File: config.mk
export PLATFORM = sky130hd
export DESIGN_NAME = uart_string_rx
export DESIGN_NICKNAME = d
export VERILOG_FILES = /design/src/rtl/uart_string_rx.sv
export SDC_FILE = /design/constraint.sdc
export NUM_CORES = 1
export LEC_CHECK = 0
export CAP_MARGIN = 10
export CORE_AREA = 3 3 145 147
export CTS_CLUSTER_DIAMETER = 50
export DETAILED_ROUTE_END_ITERATION = 16
export DIE_AREA = 0 0 148 150
export DONT_BUFFER_PORTS = 1
export PLACE_DENSITY = 0.61
export SETUP_SLACK_MARGIN = 0.4
export SYNTH_ARGS = -nofsm -noshare
export SYNTH_HDL_FRONTEND = slang
export SYNTH_SLANG_ARGS = --single-unit
File: constraint.sdc
create_clock -name clk -period 2.5 [get_ports clk]
set_input_delay 0.5 -clock clk [delete_from_list [all_inputs] [get_ports clk]]
set_output_delay 0.5 -clock clk [all_outputs]
set_load 0.005 [all_outputs]
File: src/rtl/uart_string_rx.sv
// 8N1 UART receiver that packs printable characters into a fixed-width 7-bit-per-char string.
// The published string is on port `str` because `string` is a reserved word in SystemVerilog.
module uart_string_rx #(
   parameter int CLK_HZ = 50_000_000,
   parameter int BAUD   = 9600,
   parameter int NCHARS = 11
) (
   input  logic                  clk,
   input  logic                  rst,
   input  logic                  rx,
   output logic [7*NCHARS-1:0]   str,
   output logic                  new_string,
   output logic                  frame_err,
   output logic                  rx_busy,
   output logic [3:0]            char_count
);

   localparam int CLKS_PER_BIT = CLK_HZ / BAUD;
   localparam int CNT_W        = $clog2(CLKS_PER_BIT);
   localparam logic [CNT_W-1:0] HALF_LOAD = CNT_W'(CLKS_PER_BIT / 2 - 1);
   localparam logic [CNT_W-1:0] FULL_LOAD = CNT_W'(CLKS_PER_BIT - 1);
   localparam logic [6:0] SPACE = 7'h20;

   typedef enum logic [1:0] {IDLE, START, DATA, STOP} state_t;

   logic             rx_meta;
   logic             rxs;
   state_t           state;
   logic [CNT_W-1:0] cnt;
   logic [2:0]       bit_idx;
   logic [7:0]       shreg;
   logic             byte_valid;

   logic [6:0]       char_buf  [NCHARS];
   logic [6:0]       next_buf  [NCHARS];
   logic [3:0]       next_count;
   logic             printable;
   logic             eol;
   logic             commit;

   // Synchronizer presets to the idle level so reset never looks like a start bit.
   always_ff @(posedge clk) begin
      // NOTE: non-blocking assignments make both flops sample the pre-edge values,
      // giving two real register stages instead of a single wire-through.
      if (rst) begin
         rx_meta <= 1'b1;
         rxs     <= 1'b1;
      end else begin
         rx_meta <= rx;
         rxs     <= rx_meta;
      end
   end

   always_ff @(posedge clk) begin
      if (rst) begin
         state      <= IDLE;
         cnt        <= '0;
         bit_idx    <= '0;
         shreg      <= '0;
         byte_valid <= 1'b0;
         frame_err  <= 1'b0;
         rx_busy    <= 1'b0;
      end else begin
         byte_valid <= 1'b0;
         frame_err  <= 1'b0;
         unique case (state)
            IDLE: begin
               if (!rxs) begin
                  state   <= START;
                  cnt     <= HALF_LOAD;
                  rx_busy <= 1'b1;
               end
            end
            START: begin
               if (cnt == '0) begin
                  if (!rxs) begin
                     state   <= DATA;
                     cnt     <= FULL_LOAD;
                     bit_idx <= '0;
                  end else begin
                     state   <= IDLE;
                     rx_busy <= 1'b0;
                  end
               end else begin
                  cnt <= cnt - 1'b1;
               end
            end
            DATA: begin
               if (cnt == '0) begin
                  shreg <= {rxs, shreg[7:1]};
                  cnt   <= FULL_LOAD;
                  if (bit_idx == 3'd7) state <= STOP;
                  else                 bit_idx <= bit_idx + 1'b1;
               end else begin
                  cnt <= cnt - 1'b1;
               end
            end
            STOP: begin
               // Re-arm at mid stop bit so a following start edge is not missed.
               if (cnt == '0) begin
                  if (rxs) byte_valid <= 1'b1;
                  else     frame_err  <= 1'b1;
                  state   <= IDLE;
                  rx_busy <= 1'b0;
               end else begin
                  cnt <= cnt - 1'b1;
               end
            end
            default: state <= IDLE;
         endcase
      end
   end

   // shreg is stable while byte_valid is high: the next frame needs eight samples to touch it.
   always_comb begin
      // NOTE: every variable gets a default before any condition, so no path can infer a latch.
      next_buf   = char_buf;
      printable  = byte_valid && (shreg >= 8'h20) && (shreg <= 8'h7E);
      eol        = byte_valid && ((shreg == 8'h0D) || (shreg == 8'h0A));
      for (int i = 0; i < NCHARS; i++) begin
         if (printable && (char_count == 4'(i))) next_buf[i] = shreg[6:0];
      end
      next_count = char_count + {3'b000, printable};
      commit     = (printable && (next_count == 4'(NCHARS))) || (eol && (char_count != 4'd0));
   end

   always_ff @(posedge clk) begin
      if (rst) begin
         // NOTE: the character buffer is a handful of flops, so it is reset explicitly;
         // a commit must never expose stale characters in unwritten slots.
         for (int i = 0; i < NCHARS; i++) char_buf[i] <= SPACE;
         char_count <= 4'd0;
         str        <= {NCHARS{SPACE}};
         new_string <= 1'b0;
      end else begin
         new_string <= commit;
         if (commit) begin
            for (int i = 0; i < NCHARS; i++) begin
               str[7*(NCHARS-i)-1 -: 7] <= next_buf[i];
               char_buf[i]              <= SPACE;
            end
            char_count <= 4'd0;
         end else begin
            for (int i = 0; i < NCHARS; i++) char_buf[i] <= next_buf[i];
            char_count <= next_count;
         end
      end
   end

endmodule
==> results.sh <==
export IMPL_hold_class="in2reg"
export IMPL_wire_per_inst_um=20.0
export IMPL_die_w_um=148
export IMPL_drtIter0Drc=340
export IMPL_whs_path_depth=1
export IMPL_power_density_mw_per_mm2=669
export IMPL_clock_latency_ns=0.43
export IMPL_netlist_instances=668
export IMPL_syn_area_mm2=0.00695
export IMPL_ctsHoldBuffers=0
export IMPL_row_count=52
export IMPL_synth_edff_count=0
export IMPL_first_global_vias=5056
export IMPL_grt_overflow=0
export IMPL_outcome="finished, final reports clean"
export IMPL_cp_max_fo=13
export IMPL_power_leakage_uw=0.00365
export IMPL_worstPathRequired_ns=2.81
export IMPL_setup_viol=0
export IMPL_seq_area_frac_synth_pct=54.7
export IMPL_worst_pin_slew_ns=0.480
export IMPL_vdd_drop_max_mv=0.359
export IMPL_drive_above_1_share_pct=35.3
export IMPL_crit_type="reg2reg"
export IMPL_r2r_slack_ns=0.1
export IMPL_maxCapViolations=0
export IMPL_grt_max_degree=32
export IMPL_vias=5242
export IMPL_dpl_hpwl_mm=10.9
export IMPL_detail_route_antenna_nets=0
export IMPL_htreeDepth=4
export IMPL_port_buffers=0
export IMPL_start_kind="flip-flop"
export IMPL_rsz0062_at_grt="yes"
export IMPL_synth_cell_types=48
export IMPL_fin_crit_sh_pct=96.1
export IMPL_timing_fmax_ghz=0.416
export IMPL_syn_num_nets=681
export IMPL_yosys_register_bits=190
export IMPL_multi_input_area_mm2=0.00388
export IMPL_regArea_mm2=0.00381
export IMPL_holdPathEnd="cnt[5]"
export IMPL_die_h_um=150
export IMPL_reg2reg_to="str[1]"
export IMPL_async_flop_share_pct=0
export IMPL_most_common_layout_cells="dfxtp_1 (185), mux2i_1 (65), nor2_4 (43), o2bb2ai_2 (36), nand2_1 (35)"
export IMPL_rr_startpoint="shreg[2]"
export IMPL_grt_pass1_wl_mm=28.0
export IMPL_fillCellCount=1763
export IMPL_avgSynthCellArea_um2=10.4
export IMPL_routed_wl_mm=19.7
export IMPL_grt_use_total_pct=16.2
export IMPL_cts_buffer_depth=2
export IMPL_drc_errors=0
export IMPL_slew_viol_final=0
export IMPL_core_area_mm2=0.0200
export IMPL_synthFlopType="dfxtp_1"
export IMPL_finalHoldViolCount=0
export IMPL_reg2reg_depth=8
export IMPL_synth_warning_count=0
export IMPL_cts_made_buffers=17
export IMPL_io_pins=87
export IMPL_hold_slack_ns=0.134
export IMPL_hp_start="rst"
export IMPL_antenna_cells=0
export IMPL_path_clk_slew_ns=0.07
export IMPL_vias_per_cell=5.30
export IMPL_routabilityCongestion=0.760
export IMPL_initial_core_util_pct=34.7
export IMPL_nets=719
export IMPL_area_growth_pct=38.3
export IMPL_grt_antenna_before_repair=0
export IMPL_cts_tree="yes"
export IMPL_finClkSkew_ns=0.0118
export IMPL_slew_headroom_pct=67.1
export IMPL_cts_sinks=190
export IMPL_cp_end_kind="flip-flop"
export IMPL_layout_commonest_cell="dfxtp_1"
export IMPL_drtPass1Iterations=4
export IMPL_finalSetupTns_ns=0
export IMPL_crit_arrival_ns=2.71
export IMPL_min_period_ns=2.40
export IMPL_cts_root_buf="clkbuf_16"
export IMPL_dieArea_mm2=0.0222
-- per-stage QoR --
step / instances / setup slack, ns / instance area, um2 / util, % / total power, uW
after floorplan: 668 / 0.103 / 7170 / - / 3550
after global placement: 915 / 0.171 / 7410 / 37.0 / 3640
after detailed placement: 915 / 0.134 / 7410 / 37.0 / 3660
after CTS: 976 / 0.140 / 8740 / 43.6 / 6350
after global routing: 989 / -0.0403 / 9620 / 48.0 / 6670
final: 989 / 0.0975 / 9620 / 48.0 / 6440
-- per-layer routing --
metal,wire [um],vias to the layer above,track usage [%]
met2,10100,111,28.4
met3,945,24,4.63
met5,0,-,0
li1,-,2497,-
met1,8320,2610,19.2
met4,333,0,5.13
-- registers in the layout, summed over array words and instances (netlist names), named ones only --
name,flops
rx_meta,1
char_buf,77
frame_err,1
cnt,13
rxs,1
new_string,1
shreg,8
byte_valid,1
str,77
state,1
bit_idx,3
char_count,4
rx_busy,1
-- area by class of cell --
class,instances,share of cell area (%)
Inverter,9,0.390
Tap cell,270,3.51
Multi-Input combinational cell,425,40.3
Clock buffer,22,4.83
Sequential cell,190,39.6
Timing Repair inverter,1,0.0781
Timing Repair Buffer,62,10.2
Clock inverter,10,1.09
-- report_power, final --
group	internal (uW)	switching (uW)
Combinational	317	404
Sequential	3060	39.7
Clock	1440	1170
Total	4820	1620
-- logic make-up after synthesis --
group / Yosys count / synth area share [%]
AOI/OAI and AO/OA: 146 / 15.7
xor gates and xnor gates: 2 / 0.252
adders and majority gates: 10 / 1.80
buffers and inverters: 54 / 3.40
DFF: 190 / 54.7
muxes: 77 / 11.1
and+or+nand+nor: 189 / 13.0
-- repair_timing --
action                     4_1_cts  5_1_grt
gates resized for setup         77      146
cloned                          13        9
pin swaps                        9       13
setup endpoints to repair      152      171
setup buffers                   16        4
-- worst max path at each step --
stage                        start  endpoint  slack, ns  cells past startpoint
after floorplan           shreg[3]   str[53]       0.10                     11
after global placement    shreg[7]   str[46]       0.17                     10
after detailed placement  shreg[7]   str[33]       0.13                     10
after CTS                 shreg[3]   str[52]       0.14                     11
after global routing      shreg[2]    str[2]      -0.04                      8
final                     shreg[2]    str[1]        0.1                      8
-- synth_stat cells (3+ instances only) --
| cell type | n | area (um2) |
|---|---|---|
| nand4_1 | 6 | 37.5 |
| buf_2 | 18 | 90.1 |
| a21oi_1 | 34 | 170 |
| nor2_1 | 85 | 319 |
| a2bb2oi_1 | 11 | 96.3 |
| o2bb2ai_1 | 66 | 578 |
| or4_1 | 3 | 22.5 |
| buf_4 | 3 | 22.5 |
| nand2_1 | 37 | 139 |
| clkbuf_1 | 24 | 90.1 |
| and3_1 | 8 | 50.1 |
| inv_1 | 9 | 33.8 |
| nor2b_1 | 4 | 25.0 |
| ha_1 | 10 | 125 |
| mux2i_1 | 77 | 771 |
| or2_2 | 3 | 18.8 |
| nand3_1 | 15 | 75.1 |
| o21ai_1 | 3 | 15.0 |
| o21ai_0 | 16 | 80.1 |
| nor4_2 | 3 | 37.5 |
| dfxtp_1 | 190 | 3800 |
| nor3_1 | 6 | 30.0 |
-- critical path, cell delays in order (launching register included) --
cell and delay, ns:
dfxtp_2 0.32, and3_4 0.18, a211oi_4 0.28, buf_4 0.15
buf_4 0.09, buf_4 0.21, nand3_1 0.39, mux2i_1 0.54
o2bb2ai_2 0.12
Note: power is estimated with default switching activity, not from simulation.
